<file path="config.mk">
export PLATFORM = sky130hd
export DESIGN_NAME = ace_snoop_initiator
export DESIGN_NICKNAME = d
export VERILOG_FILES = /design/src/rtl/ace_snoop_initiator.sv
export SDC_FILE = /design/constraint.sdc
export NUM_CORES = 1
export LEC_CHECK = 0
export ABC_AREA = 1
export CORE_AREA = 4 4 136 138
export CTS_BUF_LIST = sky130_fd_sc_hd__clkbuf_4 sky130_fd_sc_hd__clkbuf_8 sky130_fd_sc_hd__clkbuf_16
export CTS_CLUSTER_SIZE = 20
export DETAILED_ROUTE_END_ITERATION = 8
export DIE_AREA = 0 0 140 142
export DONT_BUFFER_PORTS = 1
export PLACE_DENSITY = 0.67
export SLEW_MARGIN = 20
export SYNTH_ARGS = -nofsm -noshare
export SYNTH_HDL_FRONTEND = slang
export SYNTH_SLANG_ARGS = --single-unit
</file>
<file path="constraint.sdc">
create_clock -name clk_i -period 8.49 [get_ports clk_i]
set_input_delay 1.2735 -clock clk_i [delete_from_list [all_inputs] [get_ports clk_i]]
set_output_delay 1.2735 -clock clk_i [all_outputs]
set_load 0.02 [all_outputs]
</file>
<file path="src/rtl/ace_snoop_initiator.sv">
// ace_snoop_initiator: issues one ACE snoop on AC at a time, gathers the CR response and any CD line,
// and returns a single consolidated result to the coherence controller.
module ace_snoop_initiator #(
   parameter int AddrWidth = 64,
   parameter int DataWidth = 64,
   parameter int LineBytes = 16
) (
   input  logic                   clk_i,
   input  logic                   rst_i,
   input  logic                   req_valid_i,
   output logic                   req_ready_o,
   input  logic [AddrWidth-1:0]   req_addr_i,
   input  logic [3:0]             req_snoop_i,
   input  logic [2:0]             req_prot_i,
   output logic                   ac_valid_o,
   input  logic                   ac_ready_i,
   output logic [AddrWidth-1:0]   ac_addr_o,
   output logic [3:0]             ac_snoop_o,
   output logic [2:0]             ac_prot_o,
   input  logic                   cr_valid_i,
   output logic                   cr_ready_o,
   input  logic [4:0]             cr_resp_i,
   input  logic                   cd_valid_i,
   output logic                   cd_ready_o,
   input  logic [DataWidth-1:0]   cd_data_i,
   input  logic                   cd_last_i,
   output logic                   rsp_valid_o,
   input  logic                   rsp_ready_i,
   output logic [4:0]             rsp_crresp_o,
   output logic [LineBytes*8-1:0] rsp_data_o,
   output logic                   rsp_has_data_o,
   output logic                   rsp_err_o
);
   localparam int LineBits = LineBytes * 8;
   localparam int Beats = LineBits / DataWidth;
   localparam int CntW = $clog2(Beats + 1);
   localparam logic [CntW-1:0] LastIdx = CntW'(Beats - 1);
   typedef enum logic [1:0] {IDLE, AC, COLLECT, RSP} state_t;
   state_t state;
   logic [CntW-1:0] cnt;
   logic cr_done, cd_done;
   logic cr_hs, cd_hs, last_idx, cr_done_n, cd_done_n, dt_n, has_n, err_n, fin;
   // Next-cycle view of the collect flags so completion is decided on the handshake edge itself
   always_comb begin
      cr_hs     = cr_valid_i & cr_ready_o;
      cd_hs     = cd_valid_i & cd_ready_o;
      last_idx  = cnt == LastIdx;
      cr_done_n = cr_done | cr_hs;
      dt_n      = cr_hs ? cr_resp_i[0] : rsp_crresp_o[0];
      cd_done_n = cd_done | (cd_hs & (cd_last_i | last_idx));
      has_n     = rsp_has_data_o | cd_hs;
      err_n     = rsp_err_o | (cd_hs & (cd_last_i != last_idx)) | (cr_hs & cr_resp_i[1])
                  | (cr_done_n & !dt_n & has_n);
      fin       = cr_done_n & (!dt_n | cd_done_n);
   end
   always_ff @(posedge clk_i or posedge rst_i) begin
      if (rst_i) begin
         state          <= IDLE;
         req_ready_o    <= 1'b0;
         ac_valid_o     <= 1'b0;
         cr_ready_o     <= 1'b0;
         cd_ready_o     <= 1'b0;
         rsp_valid_o    <= 1'b0;
         ac_addr_o      <= '0;
         ac_snoop_o     <= '0;
         ac_prot_o      <= '0;
         rsp_crresp_o   <= '0;
         rsp_data_o     <= '0;
         rsp_has_data_o <= 1'b0;
         rsp_err_o      <= 1'b0;
         cnt            <= '0;
         cr_done        <= 1'b0;
         cd_done        <= 1'b0;
      end else begin
         case (state)
            IDLE: begin
               if (req_valid_i && req_ready_o) begin
                  ac_addr_o      <= req_addr_i;
                  ac_snoop_o     <= req_snoop_i;
                  ac_prot_o      <= req_prot_i;
                  rsp_crresp_o   <= '0;
                  rsp_data_o     <= '0;
                  rsp_has_data_o <= 1'b0;
                  rsp_err_o      <= 1'b0;
                  cnt            <= '0;
                  cr_done        <= 1'b0;
                  cd_done        <= 1'b0;
                  req_ready_o    <= 1'b0;
                  ac_valid_o     <= 1'b1;
                  state          <= AC;
               end else begin
                  req_ready_o <= 1'b1;
               end
            end
            AC: begin
               if (ac_ready_i) begin
                  ac_valid_o <= 1'b0;
                  cr_ready_o <= 1'b1;
                  cd_ready_o <= 1'b1;
                  state      <= COLLECT;
               end
            end
            COLLECT: begin
               if (cr_hs) rsp_crresp_o <= cr_resp_i;
               if (cd_hs) begin
                  rsp_data_o[cnt*DataWidth +: DataWidth] <= cd_data_i;
                  cnt <= cnt + CntW'(1);
               end
               cr_done        <= cr_done_n;
               cd_done        <= cd_done_n;
               rsp_has_data_o <= has_n;
               rsp_err_o      <= err_n;
               cr_ready_o     <= !fin && !cr_done_n;
               cd_ready_o     <= !fin && !cd_done_n;
               if (fin) begin
                  rsp_valid_o <= 1'b1;
                  state       <= RSP;
               end
            end
            RSP: begin
               if (rsp_ready_i) begin
                  rsp_valid_o <= 1'b0;
                  req_ready_o <= 1'b1;
                  state       <= IDLE;
               end
            end
         endcase
      end
   end
endmodule

</file>
# Word-level counts from Yosys, hierarchy flattened
# Index checks and enable logic that the tools add are counted.
[classes]
n_reduce_logical = 22
shifts = 2
n_mux = 33
bitwise_logic = 16
n_eq_ne = 11
n_addsub = 2
[op_table]
columns = ["operator", "n"]
rows = [
  ["2-to-1 mux 128 bit", 2],
  ["case mux 128 bit (2 select lines)", 1],
  ["bitwise mux 128 bit", 1],
  ["variable shift 64 x 34 -> 128 bit, first input constant", 1],
  ["indexed part select 64 x 34 -> 128 bit", 1],
  ["negator 8 -> 34 bit", 1],
  ["case mux 1 bit (2 select lines)", 9],
  ["2-to-1 mux 2 bit", 6],
  ["inequality test 2 bit, second input constant", 6],
  ["AND reduction 3 bit", 4],
  ["2-to-1 mux 5 bit", 2],
  ["case mux 5 bit (2 select lines)", 1],
  ["nonzero test 2 bit", 5],
  ["2-to-1 mux 1 bit", 9],
  ["bitwise AND 1 bit", 8],
  ["bitwise OR 1 bit", 8],
  ["case mux 2 bit (4 select lines)", 1],
  ["AND reduction 2 bit", 4],
  ["equality test 2 x 1 -> 1 bit, second input constant", 2],
  ["equality test 2 bit, second input constant", 2],
  ["zero test 1 bit", 4],
  ["case mux 2 bit (2 select lines)", 1],
  ["AND reduction 4 bit", 1],
  ["logical AND 1 bit", 3],
  ["3 further kinds", 3],
]
[word_totals]
reg_bits = 217
word_cells = 102
out_inout_bits = 211
in_bits = 148

# Depth between registers and ports, before layout
# Gate-level depths: netlist (run 1).
[logic_depth]
ltp_word = 9
ltp_mapped = 12
mapped_depth_nobuf = 12

# Worst setup path after synthesis (run 1)
# OpenSTA, ideal clock, no wires.
[synth_path]
path_type = "input port to flip-flop"
from = "input cd_valid_i"
to = "register rsp_data_o[0]"
stages = 7
required_time_ns = 8.369
n_path_buf = 2
t_arrival_ns = 2.055
setup_ns = 0.121
setup_slack_ns = 6.314
cell_sequence = "nand2_1 o21ai_2 o211ai_2 buf_4 buf_6 nand2_1 o21ai_1"
[synth_between]
elab_chain_len = 3
[synth_rtl]
columns = ["item", "line", "rtl"]
rows = [
  ["start, declared", "23", "input logic cd_valid_i,"],
  ["bitwise AND 1 bit", "46", "cd_hs = cd_valid_i & cd_ready_o;"],
  ["inequality test 2 bit (no source line)", "--", ""],
  ["AND reduction 3 bit (no source line)", "--", ""],
  ["end signal, assigned by index", "106", "rsp_data_o[cnt*DataWidth +: DataWidth] <= cd_data_i;"],
  ["end, declared", "30", "output logic [LineBytes*8-1:0] rsp_data_o,"],
]
# Every way passes these cells.
# A chain may end at the register's enable or synchronous reset.

# Worst setup path in the final report (run 1)
[layout_path]
from = "register state[0]"
to = "register rsp_data_o[35]"
[layout_between]
elab_chain_len = 3
elab_cells_between_ends = 7
cone_classes = "3 x eq/ne; 1 x mux; 3 x reduce/logical"
[layout_rtl]
columns = ["item", "line", "rtl"]
rows = [
  ["start, declared", "39", "state_t state;"],
  ["start signal, assigned", "58", "state <= IDLE;"],
  ["start signal, assigned", "90", "state <= AC;"],
  ["start signal, assigned", "100", "state <= COLLECT;"],
  ["equality test 2 bit or zero test 2 bit (tied branches)", "75", "case (state)"],
  ["inequality test 2 bit (no source line) or nonzero test 2 bit (tied branches)", "--", ""],
  ["AND reduction 3 bit (no source line)", "--", ""],
]
# Parallel ways exist; a longest one is shown, timed or not.

==> results of run 1 <==
metal layers:
metal / global-route usage / wire length [um] / vias up
li1: - / - / 3077
met1: 0.262 / 8420 / 2946
met3: 0.0995 / 2770 / 47
met2: 0.372 / 11100 / 304
met4: 0.0724 / 707 / 0
met5: 0 / 0 / -
placed cells by master, fill, tap and decap left out:
| cell | n |
|---|---|
| inv_1 | 18 |
| nand3_1 | 15 |
| a21oi_1 | 4 |
| nand3_2 | 1 |
| o31ai_1 | 2 |
| nand4_1 | 1 |
| o211ai_4 | 2 |
| clkinv_2 | 3 |
| clkbuf_8 | 3 |
| o21ai_1 | 100 |
| buf_4 | 9 |
| nor2_1 | 10 |
| clkbuf_16 | 23 |
| inv_8 | 2 |
| dfrtp_1 | 217 |
| clkbuf_4 | 3 |
| nor3_1 | 1 |
| bufinv_16 | 5 |
| inv_2 | 2 |
| nor3b_4 | 1 |
| buf_16 | 1 |
| nor3_4 | 1 |
| ha_1 | 7 |
| clkinvlp_4 | 1 |
| o21bai_1 | 1 |
| nand2_1 | 509 |
| o21ai_0 | 9 |
| nor2_4 | 1 |
| nand2_2 | 1 |
| o21ai_2 | 29 |
synth_stat cells:
master	n
nand2_1	509
dfrtp_1	217
o21ai_1	100
o21ai_2	29
buf_6	23
inv_1	19
clkbuf_1	16
nand3_1	16
buf_2	14
nor2_1	11
o21ai_0	9
ha_1	7
a21oi_1	4
buf_4	4
inv_2	2
o211ai_2	2
o31ai_1	2
nand2_2	1
nand4_1	1
nor3_1	1
nor3_4	1
nor3b_2	1
o21bai_1	1
worst register-to-register path: cells and delay by family, from the launching register on:
| kind | cells | cell delay [ps] |
|---|---|---|
| buffers and inverters | 4 | 1470 |
| AND/OR/NAND/NOR | 2 | 280 |
| flip-flops | 1 | 410 |
| AO/OA/AOI/OAI | 3 | 300 |
| adder cells (fa/ha/maj) | 1 | 470 |
flip-flops by register name, indices dropped and copies added (netlist names), 2 cells and up:
register,flops
state,2
rsp_crresp_o,5
ac_snoop_o,4
cnt,2
rsp_data_o,128
ac_prot_o,3
ac_addr_o,64
metrics by stage:
stage / utilization / hold slack, ps / setup WS (ps) / cell area [um^2]
floorplan: - / 453 / 1280 / 8960
global placement: 0.520 / 472 / 5340 / 8930
detailed placement: 0.520 / 478 / 5270 / 8930
CTS: 0.568 / 494 / 5480 / 9760
global route: 0.570 / 521 / 5140 / 9790
finish: 0.570 / 487 / 5480 / 9790
worst min path at each step:
| stage | from | endpoint | slack [ps] | depth (start not counted) |
|---|---|---|---|---|
| 2_1_floorplan | cd_done$_DFFE_PP0P_ | cd_done$_DFFE_PP0P_ | 450 | 2 |
| 3_3_place_gp | cd_done$_DFFE_PP0P_ | cd_done$_DFFE_PP0P_ | 470 | 2 |
| 3_5_place_dp | cd_done$_DFFE_PP0P_ | cd_done$_DFFE_PP0P_ | 480 | 2 |
| 4_1_cts | cd_done$_DFFE_PP0P_ | cd_done$_DFFE_PP0P_ | 490 | 2 |
| 5_1_grt | cnt[1]$_DFFE_PP0P_ | cnt[1]$_DFFE_PP0P_ | 520 | 2 |
| 6_report | cd_done$_DFFE_PP0P_ | cd_done$_DFFE_PP0P_ | 490 | 2 |
kinds of logic after synthesis:
kind of cell	count (synthesis)	synth area share
DFF	217	0.606
buffers and inverters	78	0.0556
and+or+nand+nor	541	0.232
adders and majority gates	7	0.00977
AOI/OAI and AO/OA	147	0.0968
layout make-up:
type                            instances  area (um^2)  area share
Clock buffer                           29          639      0.0653
Clock inverter                         10          184      0.0188
Inverter                               21         86.3     0.00882
Multi-Input combinational cell        695         3070       0.314
Sequential cell                       217         5430       0.555
Tap cell                              225          282      0.0288
Timing Repair Buffer                   10         95.1     0.00972
power by group through the flow:
stage               Sequential [W]  Clock [W]  Combinational, W
finish                     0.00205    0.00108          0.000987
global route               0.00209    0.00115           0.00115
CTS                        0.00206    0.00110          0.000995
detailed placement         0.00206          0           0.00100
floorplan                  0.00195          0          0.000945
global placement           0.00207          0          0.000960
==> summary.txt, run 1 <==
Status
  • Status: completed

Finish
  • Nets: 1123
  • Fin cells: 1207
  • Filler cells: 1524
  • ANT cells: 0
  • Fraction of layout cells with a size suffix above 1: 0.0896
  • Layout area overhead: 9.20%

Global route
  • Vias in the first global route: 6487
  • Total GRT Usage: 0.224
  • GRT overflow: 0
  • First-pass GRT wire length: 35700 um
  • Initial antenna violation count: 0
  • Largest net degree at the start of global routing: 148

Worst setup path
  • Setup crit start kind: flop
  • Critical Path Sink: rsp_data_o[35]$_DFFE_PP0P_
  • CP peak stage delay: 700 ps
  • Chain of cells forming the critical path: inv_1 > ha_1 > inv_2 > nand2_1 > o21ai_2 > o211ai_4 > buf_4 > buf_4 > nand2_1 > o21ai_1
  • Critical path endpoint category: flop
  • Arrival time worst endpoint: 3420 ps
  • Launch point of the worst reg-to-reg path: state[0]$_DFFE_PP0P_
  • Delay-heaviest family, CP: buffers and inverters
  • Max stage delay cell, worst path: buf_4
  • Reg2reg setup slack: 5480 ps
  • Reg2Reg Depth: 10
  • CP startpoint: state[0]$_DFFE_PP0P_
  • Reg2reg end: rsp_data_o[35]$_DFFE_PP0P_
  • Worst path depth: 10
  • Worst Path Buf+Inv: 4
  • Crit Path Category: flop to flop
  • WP data required: 8900 ps
  • CP Max Fanout: 78

Die
  • Core region area: 17200 um^2
  • Die Y: 142 um
  • Initial Util: 0.522
  • Num rows: 48
  • # IOs: 359
  • Die ar.: 19900 um^2
  • Die width: 140 um

Placed design
  • PortBufs: 0
  • GPL Wtd Cong: 0.824
  • DP Cell Count: 1167
  • DP HPWL: 16000 um

Clocking
  • H-tree Lvls: 1
  • Clock-pin slew on the worst setup and hold paths: 60 ps
  • Clock buffer count from CTS: 23
  • Clk root buf: clkbuf_16
  • PostCTS Resize Cnt: 0
  • Clk buf depth: 3
  • Clk sink count: 217
  • CTS Hold Bufs: 0
  • CTS tree: built
  • Post-CTS setup buffers: 0
  • Clock Latency Late Sink: 490 ps

Synthesis
  • Register area share after synthesis: 0.606
  • Syn Nets: 1145
  • Synth warn: 0
  • Post-Synthesis Cells: 990
  • Biggest area consumer among synthesized cells: dfrtp_1
  • Area contributors post-synth: dfrtp_1 (61%), nand2_1 (21%), o21ai_1 (5.6%)
  • Syn Area/Cell: 9.05 um^2
  • Cell variety after synth: 23
  • Synth Register Bits: 217
  • Yosys top cell area share: 0.606
  • Post-Syn Area: 8960 um^2

Route
  • Via density per instance: 5.28
  • Final antenna-violating net count: 0
  • Drt pass-1 iters: 4
  • Routed Wire Length: 23000 um
  • Iteration-0 DRC Markers: 333
  • Routed length per placed instance: 19.1 um
  • DRC Markers: 0
  • Detailed-route via count: 6374

Power
  • Cell internal pwr: 0.00233 W
  • Power Density: 421 nW/um^2
  • P_leak: 4.65 nW
  • Max IR drop VDD: 0.241 mV
  • Seq pwr share: 0.498
  • NetSw: 0.00180 W
  • Switching part of the total power: 0.436
  • Comb pwr share: 0.239
  • Tot Pwr: 0.00412 W
  • Clk pwr share: 0.263

Min path
  • Worst hold path class: flop to flop

Timing
  • Period utilization: 0.354
  • Setup Total Neg Slack: 0 ps
  • Min cycle time layout: 3010 ps
  • Worst Skew: 10.7 ps
  • Worst slew margin: 0.325
  • Max Slew Vio Count: 0
  • Setup violators final: 0
  • Max Fclk: 332 MHz
  • RSZ-0062 raised after global routing: no
  • Least-Margin Pin Slew: 1010 ps
  • Endpoints failing hold: 0

Flow run
  • Max-cap viol count: 0
Power figures use the tool's default switching activity.
==> run 2: changes to the inputs <==
Settings changed: CORE_AREA 4 4 136 138 to 4 4 139 141, DIE_AREA 0 0 140 142 to 0 0 143 145.
Clock period 8.49 ns to 2.5 ns, I/O delays scaled along.
==> run 2 against run 1 <==
  * Die area grew 4.3%
  * Power grew to 3.4 times the previous value
  * Critical path depth shrank 3
  * Non-clock buffer count grew 74
  * Clock power grew to 3.2 times the previous value
  * Clock skew is essentially flat
  * Count of clock-buffer cells in the layout grew 7
  * Routed wire length grew 5.9%
  * Via count grew 5.6%
  * First-iteration DRC count shrank 11%
  * Largest cell class unchanged
  * Critical endpoint is now rsp_data_o[126]$_DFFE_PP0P_
  * Highest routed layer unchanged
==> summary.txt, run 2 (synthesized netlist as in run 1, its figures left out) <==
Clocking
  • Clock buffer count from CTS: 23
  • H-tree Lvls: 1
  • Post-CTS setup buffers: 0
  • Clk sink count: 217
  • Clock Latency Late Sink: 500 ps
  • Clk root buf: clkbuf_16
  • CTS tree: built
  • Clock-pin slew on the worst setup and hold paths: 60 ps
  • Clk buf depth: 3

Finish
  • Commonest cells after routing, fill and taps aside: nand2_1 (509), dfrtp_1 (217), o21ai_1 (100)
  • Core Util, Final: 0.586
  • Fraction of layout cells with a size suffix above 1: 0.0889
  • Top Registers: rsp_data_o: 128 flops, ac_addr_o: 64 flops, rsp_crresp_o: 5 flops
  • Nets: 1197
  • Commonest non-fill, non-tap cell in the layout: nand2_1
  • Max FFs per register: 128
  • Biggest register: rsp_data_o
  • Layout area overhead: 17.5%

Timing
  • Worst setup margin: 417 ps
  • Worst Skew: 10.2 ps
  • Setup Total Neg Slack: 0 ps
  • RSZ-0062 raised after global routing: no
  • Worst slew margin: 0.562
  • Period utilization: 0.833
  • Max Slew Vio Count: 0
  • Least-Margin Pin Slew: 657 ps
  • Setup violators final: 0
  • Max Fclk: 480 MHz
  • Endpoints failing hold: 0
  • Min cycle time layout: 2080 ps

Die
  • Core region area: 18000 um^2
  • # IOs: 359
  • Num rows: 49
  • Die width: 143 um
  • Initial Util: 0.499
  • Die Y: 145 um
  • Die ar.: 20700 um^2

Route
  • Routed length per placed instance: 18.9 um
  • DRC Markers: 0
  • Drt pass-1 iters: 5
  • Via density per instance: 5.23
  • Detailed-route via count: 6731
  • Iteration-0 DRC Markers: 298
  • Routed Wire Length: 24400 um
  • Final antenna-violating net count: 0

Worst setup path
  • Chain of cells forming the critical path: inv_1 > ha_1 > nand2_1 > o211ai_4 > buf_12 > nand2_1 > o21ai_2
  • CP startpoint: state[0]$_DFFE_PP0P_
  • CP Max Fanout: 128
  • Setup crit start kind: flop
  • Crit Path Category: flop to flop
  • Arrival time worst endpoint: 2500 ps
  • Critical path endpoint category: flop
  • Worst Path Buf+Inv: 2
  • Delay-heaviest family, CP: buffers and inverters
  • CP dominant cell by count: nand2_1
  • Max stage delay cell, worst path: buf_12
  • Launch point of the worst reg-to-reg path: state[0]$_DFFE_PP0P_
  • CP peak stage delay: 470 ps
  • WP data required: 2920 ps

Power
  • Power Density: 1330 nW/um^2
  • Switching part of the total power: 0.438
  • Max IR drop VDD: 0.784 mV
  • Clk pwr share: 0.248
  • P_leak: 4.97 nW
  • NetSw: 0.00613 W
  • Comb pwr share: 0.256
  • Cell internal pwr: 0.00787 W
  • Seq pwr share: 0.496

Global route
  • Initial antenna violation count: 1
  • Largest net degree at the start of global routing: 129
  • First-pass GRT wire length: 37900 um
  • Vias in the first global route: 6769
  • Total GRT Usage: 0.228
  • GRT overflow: 0

Flow run
  • Max-cap viol count: 0

Placed design
  • GPL Wtd Cong: 0.790
  • Pre-CTS WS: 430 ps
  • PortBufs: 0
  • DP HPWL: 16200 um

Status
  • Status: completed

Min path
  • Hold Startpoint: cd_data_i[13]
  • Worst hold path class: input port to flop
run 2: cell types whose count changed in the layout (fill, tap and decap cells not counted):
cell	delta
dlygate4sd3_1	+69
buf_16	-1
inv_8	-2
clkinv_2	-1
clkbuf_8	+3
diode_2	+1
clkbuf_4	+4
buf_12	+6
bufinv_16	-3
run 2: path summary, 6_finish.rpt:
check	slack [ps]	to	cells past startpoint
worst max-delay path	420	rsp_data_o[126]$_DFFE_PP0P_	7
worst min-delay path	20	rsp_data_o[77]$_DFFE_PP0P_	2
worst max register to register	420	rsp_data_o[126]$_DFFE_PP0P_	7
worst min register to register	490	cnt[1]$_DFFE_PP0P_	2
max in group asynchronous	1260	rsp_data_o[46]$_DFFE_PP0P_	3
min in group asynchronous	350	rsp_data_o[118]$_DFFE_PP0P_	2
run 2: through the flow:
stage,total power (W),cell area (um^2),hold slack (ps),std cells
detailed placement,0.0105,9060,255,1177
floorplan,0.00983,8960,453,990
CTS,0.0141,10500,0.536,1282
finish,0.0140,10500,16.0,1287
global placement,0.0104,9060,251,1177
global route,0.0149,10500,0.795,1287
run 2: power by group through the flow:
| stage | Clock [W] | Sequential [W] | Combinational [W] |
|---|---|---|---|
| global route | 0.00371 | 0.00709 | 0.00412 |
| CTS | 0.00354 | 0.00696 | 0.00358 |
| detailed placement | 0 | 0.00698 | 0.00351 |
| floorplan | 0 | 0.00662 | 0.00321 |
| global placement | 0 | 0.00701 | 0.00338 |
| finish | 0.00348 | 0.00695 | 0.00358 |
run 2: cell type report:
type,count,area (um^2)
fillers,1508,7430
flip-flops and latches,217,5430
multi-input cells,695,3070
repair buffers,84,878
clock buffers,36,711
well taps,229,287
inverters,21,82.6
clock inverters,4,70.1
diodes,1,2.50
run 2: layer usage:
metal	track usage	wire, um	vias up
li1	-	-	3215
met1	0.263	8670	3152
met2	0.383	11900	312
met3	0.0948	3060	52
met4	0.0741	701	0
met5	0	0	-
run 2: timing repair:
item / in CTS / in global routing
hold buffers: 65 / 4
gates resized for setup: 0 / 0
hold endpoints to repair: 75 / 5
==> run 3: changes to the inputs <==
Clock period 2.5 ns to 1.9 ns, I/O delays scaled along.
==> run 3 against run 2 <==
  * Register-to-register slack got worse by 310 ps
  * Sequential share of layout area shrank 4.9 points
  * First-iteration DRC count rose by 27%
  * Utilization up 6.1 points
  * Sequential power grew 31%
  * Critical endpoint is now rsp_data_o[83]$_DFFE_PP0P_
  * Largest cell class unchanged
  * Highest routed layer unchanged
==> summary.txt, run 3 (synthesized netlist as in run 1, its figures left out) <==
Global route
  • Largest net degree at the start of global routing: 75
  • Initial antenna violation count: 4
  • First-pass GRT wire length: 39100 um
  • Vias in the first global route: 7282
  • GRT overflow: 0
  • Total GRT Usage: 0.231

Worst setup path
  • WP data required: 2280 ps
  • Crit Path Category: flop to flop
  • Critical path endpoint category: flop
  • Setup crit start kind: flop
  • Arrival time worst endpoint: 2170 ps
  • CP Max Fanout: 15

Route
  • DRC Markers: 0
  • Detailed-route via count: 7288
  • Drt pass-1 iters: 7
  • Iteration-0 DRC Markers: 377
  • Routed length per placed instance: 19.1 um
  • Final antenna-violating net count: 0
  • Via density per instance: 5.28
  • Routed Wire Length: 26300 um

Clocking
  • Clock-pin slew on the worst setup and hold paths: 60 ps
  • Clk sink count: 217
  • H-tree Lvls: 1
  • Clk root buf: clkbuf_16
  • Clk buf depth: 3
  • Clock buffer count from CTS: 23
  • Clock Latency Late Sink: 500 ps
  • CTS tree: built

Placed design
  • GPL Wtd Cong: 0.845
  • PortBufs: 0
  • Pre-CTS WS: 71.2 ps
  • DP Cell Count: 1186
  • DP HPWL: 16200 um

Finish
  • Commonest non-fill, non-tap cell in the layout: nand2_1
  • Commonest cells after routing, fill and taps aside: nand2_1 (508), dfrtp_1 (217), dlygate4sd3_1 (139)
  • Filler cells: 1336
  • Biggest register: rsp_data_o
  • Fin cells: 1379
  • Nets: 1288
  • Top Registers: rsp_data_o: 128 flops, ac_addr_o: 64 flops, rsp_crresp_o: 5 flops
  • Fraction of layout cells with a size suffix above 1: 0.104
  • Max FFs per register: 128
  • Register area: 5430 um^2
  • Footprint of the multi-input gates: 3110 um^2
  • Layout area overhead: 29.8%

Timing
  • Period utilization: 0.945
  • Hold WS: 35.9 ps
  • Worst setup margin: 104 ps
  • Endpoints failing hold: 0
  • Setup violators final: 0
  • Worst Skew: 10.0 ps
  • Max Fclk: 557 MHz
  • Worst slew margin: 0.625
  • Min cycle time layout: 1800 ps
  • Max Slew Vio Count: 0
  • Least-Margin Pin Slew: 562 ps

Die
  • Die width: 143 um
  • # IOs: 359
  • Core region area: 18000 um^2
  • Num rows: 49
  • Die ar.: 20700 um^2
  • Die Y: 145 um
  • Initial Util: 0.499

Power
  • Max IR drop VDD: 0.987 mV
  • P_leak: 5.43 nW
  • Power Density: 1710 nW/um^2

Min path
  • Worst hold path class: input port to flop

Status
  • Status: completed

Flow run
  • Max-cap viol count: 0
==> run 3: final timing paths <==
path | depth (start not counted) | slack, ps | start | end
min reg2reg | 2 | 490 | cd_done$_DFFE_PP0P_ | cd_done$_DFFE_PP0P_
min in group asynchronous | 2 | 250 | rst_i | rsp_data_o[119]$_DFFE_PP0P_
min | 4 | 40 | cr_resp_i[1] | rsp_crresp_o[1]$_DFFE_PP0P_
max | 11 | 100 | state[0]$_DFFE_PP0P_ | rsp_data_o[83]$_DFFE_PP0P_
max in group asynchronous | 3 | 960 | rst_i | rsp_data_o[29]$_DFFE_PP0P_
max reg2reg | 11 | 100 | state[0]$_DFFE_PP0P_ | rsp_data_o[83]$_DFFE_PP0P_
==> run 3: power by group <==
part / total (W) / internal, W / switching (W)
registers: 0.00912 / 0.00610 / 0.00302
logic: 0.00611 / 0.00229 / 0.00382
clock network: 0.00463 / 0.00287 / 0.00176
total: 0.0199 / 0.0113 / 0.00860
==> run 3: through the flow <==
| step | power (W) | utilization | setup TNS, ps | instance area (um^2) |
|---|---|---|---|---|
| 6_report | 0.0199 | 0.647 | 0 | 11600 |
| 5_1_grt | 0.0210 | 0.647 | -89.1 | 11600 |
| 4_1_cts | 0.0191 | 0.634 | 0 | 11400 |
| 3_5_place_dp | 0.0141 | 0.513 | 0 | 9210 |
| 3_3_place_gp | 0.0140 | 0.513 | 0 | 9210 |
| 2_1_floorplan | 0.0129 | - | -262810 | 8960 |
==> run 3: worst max-delay path, cell delays in order (launching register included) <==
cell       delay [ps]
dfrtp_1           400
inv_2              90
ha_4              180
inv_4             100
nand2_1           100
o21ai_4            80
buf_4             150
o211ai_4          110
buf_4             190
clkbuf_16         180
nand2_1            60
o21ai_1            60
==> run 3: area by class of cell <==
class / count / area share
diodes: 4 / 0.000861
clock buffers: 28 / 0.0538
clock inverters: 10 / 0.0131
inverters: 21 / 0.00732
multi-input cells: 695 / 0.268
flip-flops and latches: 217 / 0.467
well taps: 229 / 0.0246
repair buffers: 175 / 0.166
==> run 3: metal layers <==
metal	GRT usage	wire (um)	up-vias
li1	-	-	3415
met5	0	0	-
met4	0.0813	856	0
met2	0.391	13000	393
met3	0.0833	3030	66
met1	0.270	9440	3414
==> run 3: timing repair <==
item / 4_1_cts / 5_1_grt
hold buffers: 139 / 0
setup endpoints to repair: 0 / 127
hold endpoints to repair: 309 / 0
gates resized for setup: 0 / 13
setup buffers: 0 / 6
